===== config.mk =====
export PLATFORM = sky130hd
export DESIGN_NAME = seg7_scan_reader
export DESIGN_NICKNAME = d
export VERILOG_FILES = /design/src/rtl/seg7_scan_reader_pkg.sv /design/src/rtl/seg7_scan_reader_to_hex.sv /design/src/rtl/seg7_scan_reader.sv
export SDC_FILE = /design/constraint.sdc
export NUM_CORES = 1
export LEC_CHECK = 0
export ABC_CLOCK_PERIOD_IN_PS = 7400
export CELL_PAD_IN_SITES_DETAIL_PLACEMENT = 1
export CELL_PAD_IN_SITES_GLOBAL_PLACEMENT = 2
export CORE_MARGIN = 5
export CORE_UTILIZATION = 38
export DETAILED_ROUTE_END_ITERATION = 10
export GPL_TIMING_DRIVEN = 0
export PLACE_DENSITY = 0.81
export SETUP_SLACK_MARGIN = 0.5
export SYNTH_ARGS = -nofsm -noshare
export SYNTH_HDL_FRONTEND = slang
export SYNTH_SLANG_ARGS = --single-unit

===== constraint.sdc =====
create_clock -name clk -period 7.4 [get_ports clk]
set_input_delay 2.22 -clock clk [delete_from_list [all_inputs] [get_ports clk]]
set_output_delay 2.22 -clock clk [all_outputs]
set_load 0.03 [all_outputs]

===== src/rtl/seg7_scan_reader_pkg.sv =====
// Shared definitions for the seven-segment scan reader: segment table,
// FSM encoding and digit count.
package seg7_scan_reader_pkg;

  localparam int NUM_DIGITS = 6;

  // Active-low a..g patterns, indexed by the hex nibble they display
  localparam logic [6:0] SEG_TABLE [16] = '{
    7'h40, 7'h79, 7'h24, 7'h30, 7'h19, 7'h12, 7'h02, 7'h78,
    7'h00, 7'h10, 7'h08, 7'h03, 7'h46, 7'h21, 7'h06, 7'h0E
  };

  typedef enum logic [0:0] {
    ST_COLLECT = 1'b0,
    ST_DONE    = 1'b1
  } state_t;

endpackage


===== src/rtl/seg7_scan_reader_to_hex.sv =====
// Combinational seven-segment to hex decoder; patterns outside the table
// report valid=0.
module seg7_to_hex
  import seg7_scan_reader_pkg::*;
(
  input  logic [6:0] seg,
  output logic [3:0] nibble,
  output logic       valid
);

  // Exact-match lookup against the shared pattern table
  always_comb begin
    nibble = 4'd0;
    valid  = 1'b1;
    case (seg)
      SEG_TABLE[0]:  nibble = 4'h0;
      SEG_TABLE[1]:  nibble = 4'h1;
      SEG_TABLE[2]:  nibble = 4'h2;
      SEG_TABLE[3]:  nibble = 4'h3;
      SEG_TABLE[4]:  nibble = 4'h4;
      SEG_TABLE[5]:  nibble = 4'h5;
      SEG_TABLE[6]:  nibble = 4'h6;
      SEG_TABLE[7]:  nibble = 4'h7;
      SEG_TABLE[8]:  nibble = 4'h8;
      SEG_TABLE[9]:  nibble = 4'h9;
      SEG_TABLE[10]: nibble = 4'hA;
      SEG_TABLE[11]: nibble = 4'hB;
      SEG_TABLE[12]: nibble = 4'hC;
      SEG_TABLE[13]: nibble = 4'hD;
      SEG_TABLE[14]: nibble = 4'hE;
      SEG_TABLE[15]: nibble = 4'hF;
      default: begin
        nibble = 4'd0;
        valid  = 1'b0;
      end
    endcase
  end

endmodule


===== src/rtl/seg7_scan_reader.sv =====
// Reads a multiplexed six-digit seven-segment display bus, debounces each
// digit over CONFIRM identical decodes and reports completed frames.
module seg7_scan_reader
  import seg7_scan_reader_pkg::*;
#(
  parameter int CONFIRM = 2
) (
  input  logic        clk,
  input  logic        rst,
  input  logic [6:0]  seg_in,
  input  logic [5:0]  dig_sel,
  input  logic        seg_valid,
  output logic [23:0] digits,
  output logic [5:0]  digit_ok,
  output logic        frame_done,
  output logic        err_pattern,
  output logic        err_sel
);

  localparam logic [1:0] CONFIRM_C = 2'(CONFIRM);

  logic [3:0]  nibble_s;
  logic        pat_valid_s;
  logic        onehot_s;
  logic        sample_s;
  logic [5:0]  commit_s;
  logic [3:0]  cand_n_s [NUM_DIGITS];
  logic [1:0]  cnt_n_s  [NUM_DIGITS];
  logic [23:0] digits_n_s;
  logic [5:0]  ok_n_s;
  state_t      state_n_s;

  logic [3:0]  cand_r [NUM_DIGITS];
  logic [1:0]  cnt_r  [NUM_DIGITS];
  logic [23:0] digits_r;
  logic [5:0]  digit_ok_r;
  logic        frame_done_r;
  logic        err_pattern_r;
  logic        err_sel_r;
  state_t      state_r;

  seg7_to_hex u_dec (
    .seg    (seg_in),
    .nibble (nibble_s),
    .valid  (pat_valid_s)
  );

  // Per-digit confirmation: candidate/count update and commit detection
  always_comb begin
    onehot_s   = (dig_sel != 6'd0) && ((dig_sel & (dig_sel - 6'd1)) == 6'd0);
    sample_s   = seg_valid && onehot_s;
    commit_s   = 6'd0;
    digits_n_s = digits_r;
    for (int i = 0; i < NUM_DIGITS; i++) begin
      cand_n_s[i] = cand_r[i];
      cnt_n_s[i]  = cnt_r[i];
      if (sample_s && dig_sel[i]) begin
        if (!pat_valid_s) begin
          cnt_n_s[i] = 2'd0;
        end else if (nibble_s == cand_r[i]) begin
          cnt_n_s[i]  = (cnt_r[i] >= CONFIRM_C) ? CONFIRM_C : cnt_r[i] + 2'd1;
          commit_s[i] = (cnt_n_s[i] == CONFIRM_C);
        end else begin
          cand_n_s[i] = nibble_s;
          cnt_n_s[i]  = 2'd1;
          commit_s[i] = (CONFIRM_C == 2'd1);
        end
      end else begin
        cand_n_s[i] = cand_r[i];
        cnt_n_s[i]  = cnt_r[i];
      end
      digits_n_s[4*i +: 4] = commit_s[i] ? nibble_s : digits_r[4*i +: 4];
    end
    // Leaving DONE starts a fresh frame, but a commit in that cycle still counts
    ok_n_s = ((state_r == ST_DONE) ? 6'd0 : digit_ok_r) | commit_s;
  end

  // Frame FSM next-state
  always_comb begin
    state_n_s = ST_COLLECT;
    case (state_r)
      ST_COLLECT: state_n_s = (ok_n_s == 6'h3F) ? ST_DONE : ST_COLLECT;
      ST_DONE:    state_n_s = ST_COLLECT;
      default:    state_n_s = ST_COLLECT;
    endcase
  end

  // State registers and registered outputs
  always_ff @(posedge clk or posedge rst) begin
    if (rst) begin
      for (int i = 0; i < NUM_DIGITS; i++) begin
        cand_r[i] <= 4'd0;
        cnt_r[i]  <= 2'd0;
      end
      digits_r      <= 24'h000000;
      digit_ok_r    <= 6'd0;
      frame_done_r  <= 1'b0;
      err_pattern_r <= 1'b0;
      err_sel_r     <= 1'b0;
      state_r       <= ST_COLLECT;
    end else begin
      for (int i = 0; i < NUM_DIGITS; i++) begin
        cand_r[i] <= cand_n_s[i];
        cnt_r[i]  <= cnt_n_s[i];
      end
      digits_r      <= digits_n_s;
      digit_ok_r    <= ok_n_s;
      frame_done_r  <= (state_r == ST_DONE);
      err_pattern_r <= sample_s && !pat_valid_s;
      err_sel_r     <= seg_valid && !onehot_s;
      state_r       <= state_n_s;
    end
  end

  assign digits      = digits_r;
  assign digit_ok    = digit_ok_r;
  assign frame_done  = frame_done_r;
  assign err_pattern = err_pattern_r;
  assign err_sel     = err_sel_r;

endmodule


Word level (Yosys, flattened, before mapping) --
Index checks and enable logic that the tools add are counted.
Storage, ports and cells: input bits 16, logic and storage cells 136, bits in registers 70, output and inout bits 33
Cells by class: reductions and logical operators 22, bitwise operators 9, mux-type cells 41, equal/unequal tests 28, add/sub/neg operators 7, $lt $le $gt $ge 6
Operators by type and width (number):
- 4-bit one-hot mux with 15 select lines | 1
- 2-bit two-way mux | 18
- 7-bit equality test, second input constant | 4
- 4-bit equality test | 6
- 7-bit by 5-bit equality test with 1-bit output, second input constant | 3
- 7-bit by 6-bit equality test with 1-bit output, second input constant | 3
- 1-bit two-way mux | 20
- 3-bit AND reduction | 6
- 16-bit OR reduction | 1
- 7-bit by 2-bit equality test with 1-bit output, second input constant | 2
- 7-bit by 4-bit equality test with 1-bit output, second input constant | 2
- 2-bit by 1-bit adder with 2-bit output, second input constant | 6
- 2-bit equality test, second input constant | 6
- 2-bit >= comparator, second input constant | 6
- 1-bit logical AND | 10
- 7-bit by 3-bit equality test with 1-bit output, second input constant | 1
- 7-bit logical NOT | 1
- 1-bit inverter | 7
- 6-bit bitwise AND | 1
- 6-bit equality test, second input constant | 1
- 6-bit logical NOT | 1
- 6-bit two-way mux | 1
- 6-bit OR | 1
- 6-bit nonzero test | 1
- 3 further kinds | 4

Depth between registers and ports, before layout --
depth after elaboration 11, mapped depth 11, depth with buffers taken out 8

By module --
From an unflattened synthesis, not the netlist that was laid out.
Second synthesis, totals: cells, all modules 303, area, all modules 3503.4 um2
By module, submodules not included:
- seg7_scan_reader | instances 1, seq. area each 1751.7 um2, cells each 247, area each 3139.3 um2
- seg7_to_hex | instances 1, seq. area each 0.0 um2, cells each 56, area each 364.1 um2

Least setup slack after synthesis --
No wires, ideal clock.
kind input port to flip-flop, from input seg_in[0], to register state_r, setup time 0.096 ns, data arrival time 4.776 ns, setup slack 2.528 ns, stages on the path 9, cells stage by stage buf_2 or4b_2 a2bb2oi_1 o221ai_2 mux2_2 nor4_2 a21oi_1 a2111o_1 nor4_2
Between the ends: longest elaborated chain between the ends 10
Ends and longest elaborated chain:
- from (decl) | RTL line seg7_scan_reader.sv:10 | input logic [6:0] seg_in,
- 7-bit by 4-bit equality test with 1-bit output, or another cell as far along | RTL line seg7_scan_reader_to_hex.sv:15 | case (seg)
- 4-bit one-hot mux with 15 select lines | RTL line seg7_scan_reader_to_hex.sv:15
- 4-bit equality test | RTL line seg7_scan_reader.sv:60 | end else if (nibble_s == cand_r[i]) begin
- 1-bit two-way mux | RTL line seg7_scan_reader.sv:60
- 1-bit two-way mux | RTL line seg7_scan_reader.sv:58 | if (!pat_valid_s) begin
- 1-bit two-way mux | RTL line seg7_scan_reader.sv:57 | if (sample_s && dig_sel[i]) begin
- 6-bit OR (*) | RTL line seg7_scan_reader.sv:75 | ok_n_s = ((state_r == ST_DONE) ? 6'd0 : digit_ok_r) | commit_s;
- 6-bit equality test (*) | RTL line seg7_scan_reader.sv:82 | ST_COLLECT: state_n_s = (ok_n_s == 6'h3F) ? ST_DONE : ST_COLLECT;
- 1-bit two-way mux (*) | RTL line seg7_scan_reader.sv:82
- 1-bit one-hot mux with 2 select lines (*) | RTL line seg7_scan_reader.sv:81 | case (state_r)
- net state_n_s | RTL line seg7_scan_reader.sv:31 | state_t state_n_s;
- to (signal assigned) | RTL line seg7_scan_reader.sv:111 | state_r <= state_n_s;
- to (decl) | RTL line seg7_scan_reader.sv:40 | state_t state_r;
The timed path passes the listed nets; every way through them passes the cells marked *. A chain may end at the register's enable or synchronous reset.

Worst setup path after layout --
Ends and elaborated chain as after synthesis.

==> flow_summary.yaml <==
status:
  status: "completed"
sta:
  fin_skew_ns: 0.01615
  finalMaxSlewViolations: 0
  finalSetupTns_ns: 0
  relSlewSlack_pct: 40.72
  hold_viol_final: 0
  worst_slew_pin_slew_ns: 0.8891
  period_share_pct: 76.08
  rsz0062_at_grt: "no"
  setup_viol: 0
  min_period_ns: 5.630
  worst_slack_ns: 1.770
  fmax_ghz: 0.1776
synth:
  avgSynthCellArea_um2: 10.74
  synth_nets: 336
  yosysTopAreaCell: "dfrtp_1"
  synthArstFlopShare_pct: 100.0
  synth_top_cell_area_share_pct: 50.95
  synth_most_common_cell: "dfrtp_1"
  synth_fa_ha_area_share_pct: 0
  synth_area_leaders: "dfrtp_1 51%, mux2_2 8.5%, nand2_1 3.7%, xor2_1 3.3%, o21ai_0 3.2%"
  synth_top_family_by_area: "simple AND/OR/NAND/NOR gates"
  synth_compound_area_share_pct: 11.61
  ys_types: 56
  syn_area_um2: 3438
  synth_warnings: 0
  syn_inst: 320
  synth_edf_count: 0
  synthMuxAreaShare_pct: 10.12
  ys_seq_area_share_pct: 50.95
  ys_ff_latch: 70
  yosys-top-cells-count: "70 x dfrtp_1, 34 x nand2_1, 26 x mux2_2"
  synth_flop_cell: "dfrtp_1"
  synthXorXnorAreaFrac_pct: 6.368
  synth-simple-area-share_pct: 17.43
routing:
  routed-via-count: 2619
  drt_wl_total_um: 9011
  detail-route-antenna-nets: 0
  drtIter0Drc: 99
  drtPass1Iterations: 4
  drt-wirelength-per-cell_um: 18.39
  vias_per_cell: 5.345
  drc_errors: 0
job:
  drv_cap: 0
cts:
  clkSinkCount: 70
  numCtsBuffers: 9
  ctsResizeCount: 0
  cts_tree: "done"
  h-tree-depth: 3
  cts_max_path_buffers: 2
  clkSlewWorstSetupHoldPaths_ns: 0.09
  holdBufCountCts: 0
  worstSkewPairLatency_ns: 0.35
  postCtsSetupBuffers: 0
  cts-root-buf: "clkbuf_8"
power:
  pwr-share-comb_pct: 9.9
  p_per_area_nw_per_um2: 185.8
  leakage_nw: 1.935
  p_sw_mw: 0.2071
  seq_power_share_pct: 50.5
  swShare_pct: 26.32
  finalPower_mw: 0.7868
  clock_power_share_pct: 39.6
  internal-power_mw: 0.5797
  ir_worst_vdd_uv: 101.8
finish:
  multiInputGateArea_um2: 1565
  drive_gt1_share_pct: 16.75
  stdcell_count: 490
  ff_latch_area_um2: 1752
  diodes: 0
  area_growth_pct: 23.14
  n_fill_cell: 969
  finalNetCount: 393
floorplan:
  dieArea_um2: 11050
  num_io_pins: 49
  coreArea_um2: 8763
  die_y_um: 105.1
  rows: 34
  fp.dieW_um: 105.1
  start_util_pct: 39.23
global_routing:
  grt_pass1_vias: 2767
  grt_pass1_wl_um: 14690
  antenna_found_initial: 0
  overflow: 0
  grt.total_usage_pct: 16.73
  grt_max_degree: 71
worst_setup_path:
  critPathMaxFanout: 10
  cp_data_required_time_ns: 7.66
  cp.arrival_ns: 5.89
  endpoint_kind: "register"
  cp_common_cell: "nor4_2"
  critPathSlowestCell: "or4b_2"
  crit_chain: "clkdlybuf4s50_1 -> buf_2 -> or4b_2 -> a2bb2oi_1 -> o221ai_2 -> mux2_2 -> nor4_2 -> a21oi_1 -> a2111o_1 -> nor4_2"
  critPathLaunchType: "input port"
  worstSetupPathType: "in2reg"
  slowest_delay_ns: 0.64
placed_design:
  dp_cells: 474
  dp_hpwl_um: 6296
  gp_congestion: 0.7495
  dp_slack_ns: 1.396
  port_buffers: 46
min_path:
  holdCritPathClass: "reg2reg"
[state kept, by name, indices dropped and copies added, names as in the netlist]
signal	flops
err_sel	1
digit_ok	6
frame_done	1
state_r	1
digits	24
cnt_r	12
err_pattern	1
cand_r	24
[cell type report]
class	instances	share of cell area (%)
buffer	16	1.891
clock buffer	10	3.014
clock inverter	6	1.655
inverter	11	1.034
multi-input combinational	223	36.97
sequential	70	41.37
tap	108	3.191
timing repair buffer	46	10.87
[per-layer routing]
metal / routed length (um) / share of wire [%] / track usage, %
met1: 4366 / 48 / 22.71
met2: 4254 / 47 / 26.21
met3: 286 / 3.2 / 4.809
met4: 104 / 1.2 / 4.566
met5: 0 / 0 / 0
[critical path: cells and delay by family]
| family | cells | cell delay [ns] |
|---|---|---|
| compound gates | 4 | 1.42 |
| simple gates | 3 | 1.17 |
| buf+inv | 2 | 0.65 |
| mux | 1 | 0.43 |
[cell families after synthesis]
logic type,Yosys count
buffers and inverters,27
AOI/OAI and AO/OA,60
muxes,31
xor gates and xnor gates,25
DFF,70
and+or+nand+nor,107
[placed cells by master, fill, tap and decap left out, types with 4 or more instances in the layout]
| master | n |
|---|---|
| nand3_1 | 4 |
| nand2b_1 | 7 |
| nand2_1 | 34 |
| inv_1 | 10 |
| clkdlybuf4s50_1 | 46 |
| clkbuf_8 | 9 |
| clkbuf_1 | 7 |
| and2_1 | 5 |
| or3_1 | 4 |
| xnor2_1 | 12 |
| xor2_1 | 13 |
| mux2i_1 | 4 |
| a31oi_1 | 4 |
| a21oi_1 | 9 |
| nor2_1 | 19 |
| buf_2 | 7 |
| mux2_2 | 26 |
| nor3_1 | 7 |
| dfrtp_1 | 70 |
| o21ai_0 | 22 |
[power by group through the flow]
stage | clock (mW) | combinational [mW] | sequential [mW]
after global placement | 0 | 0.0763 | 0.405
after floorplan | 0 | 0.0489 | 0.406
after CTS | 0.321 | 0.0791 | 0.398
after global routing | 0.339 | 0.0865 | 0.399
after detailed placement | 0 | 0.0789 | 0.405
final | 0.312 | 0.0777 | 0.398
[path summary, 6_finish.rpt]
check                                 from    endpoint  slack (ns)  cells after the start
worst max-delay path             seg_in[0]     state_r        1.77                     10
worst min-delay path              cnt_r[3]    cnt_r[3]        0.49                      2
worst max register to register  cand_r[13]     state_r        5.31                      6
worst min register to register    cnt_r[3]    cnt_r[3]        0.49                      2
max in group asynchronous              rst   cand_r[7]        4.40                      2
min in group asynchronous              rst  digits[22]        2.41                      2
[through the flow]
step                area [um^2]  hold slack (ns)  util, %
global route               4234           0.5061    48.32
CTS                        4234           0.4895    48.32
detailed placement         4036           0.4695    46.06
floorplan                  3438           0.4428        -
finish                     4234           0.4862    48.32
global placement           4034           0.4626    46.03
Note: power is estimated with default switching activity, not from simulation.
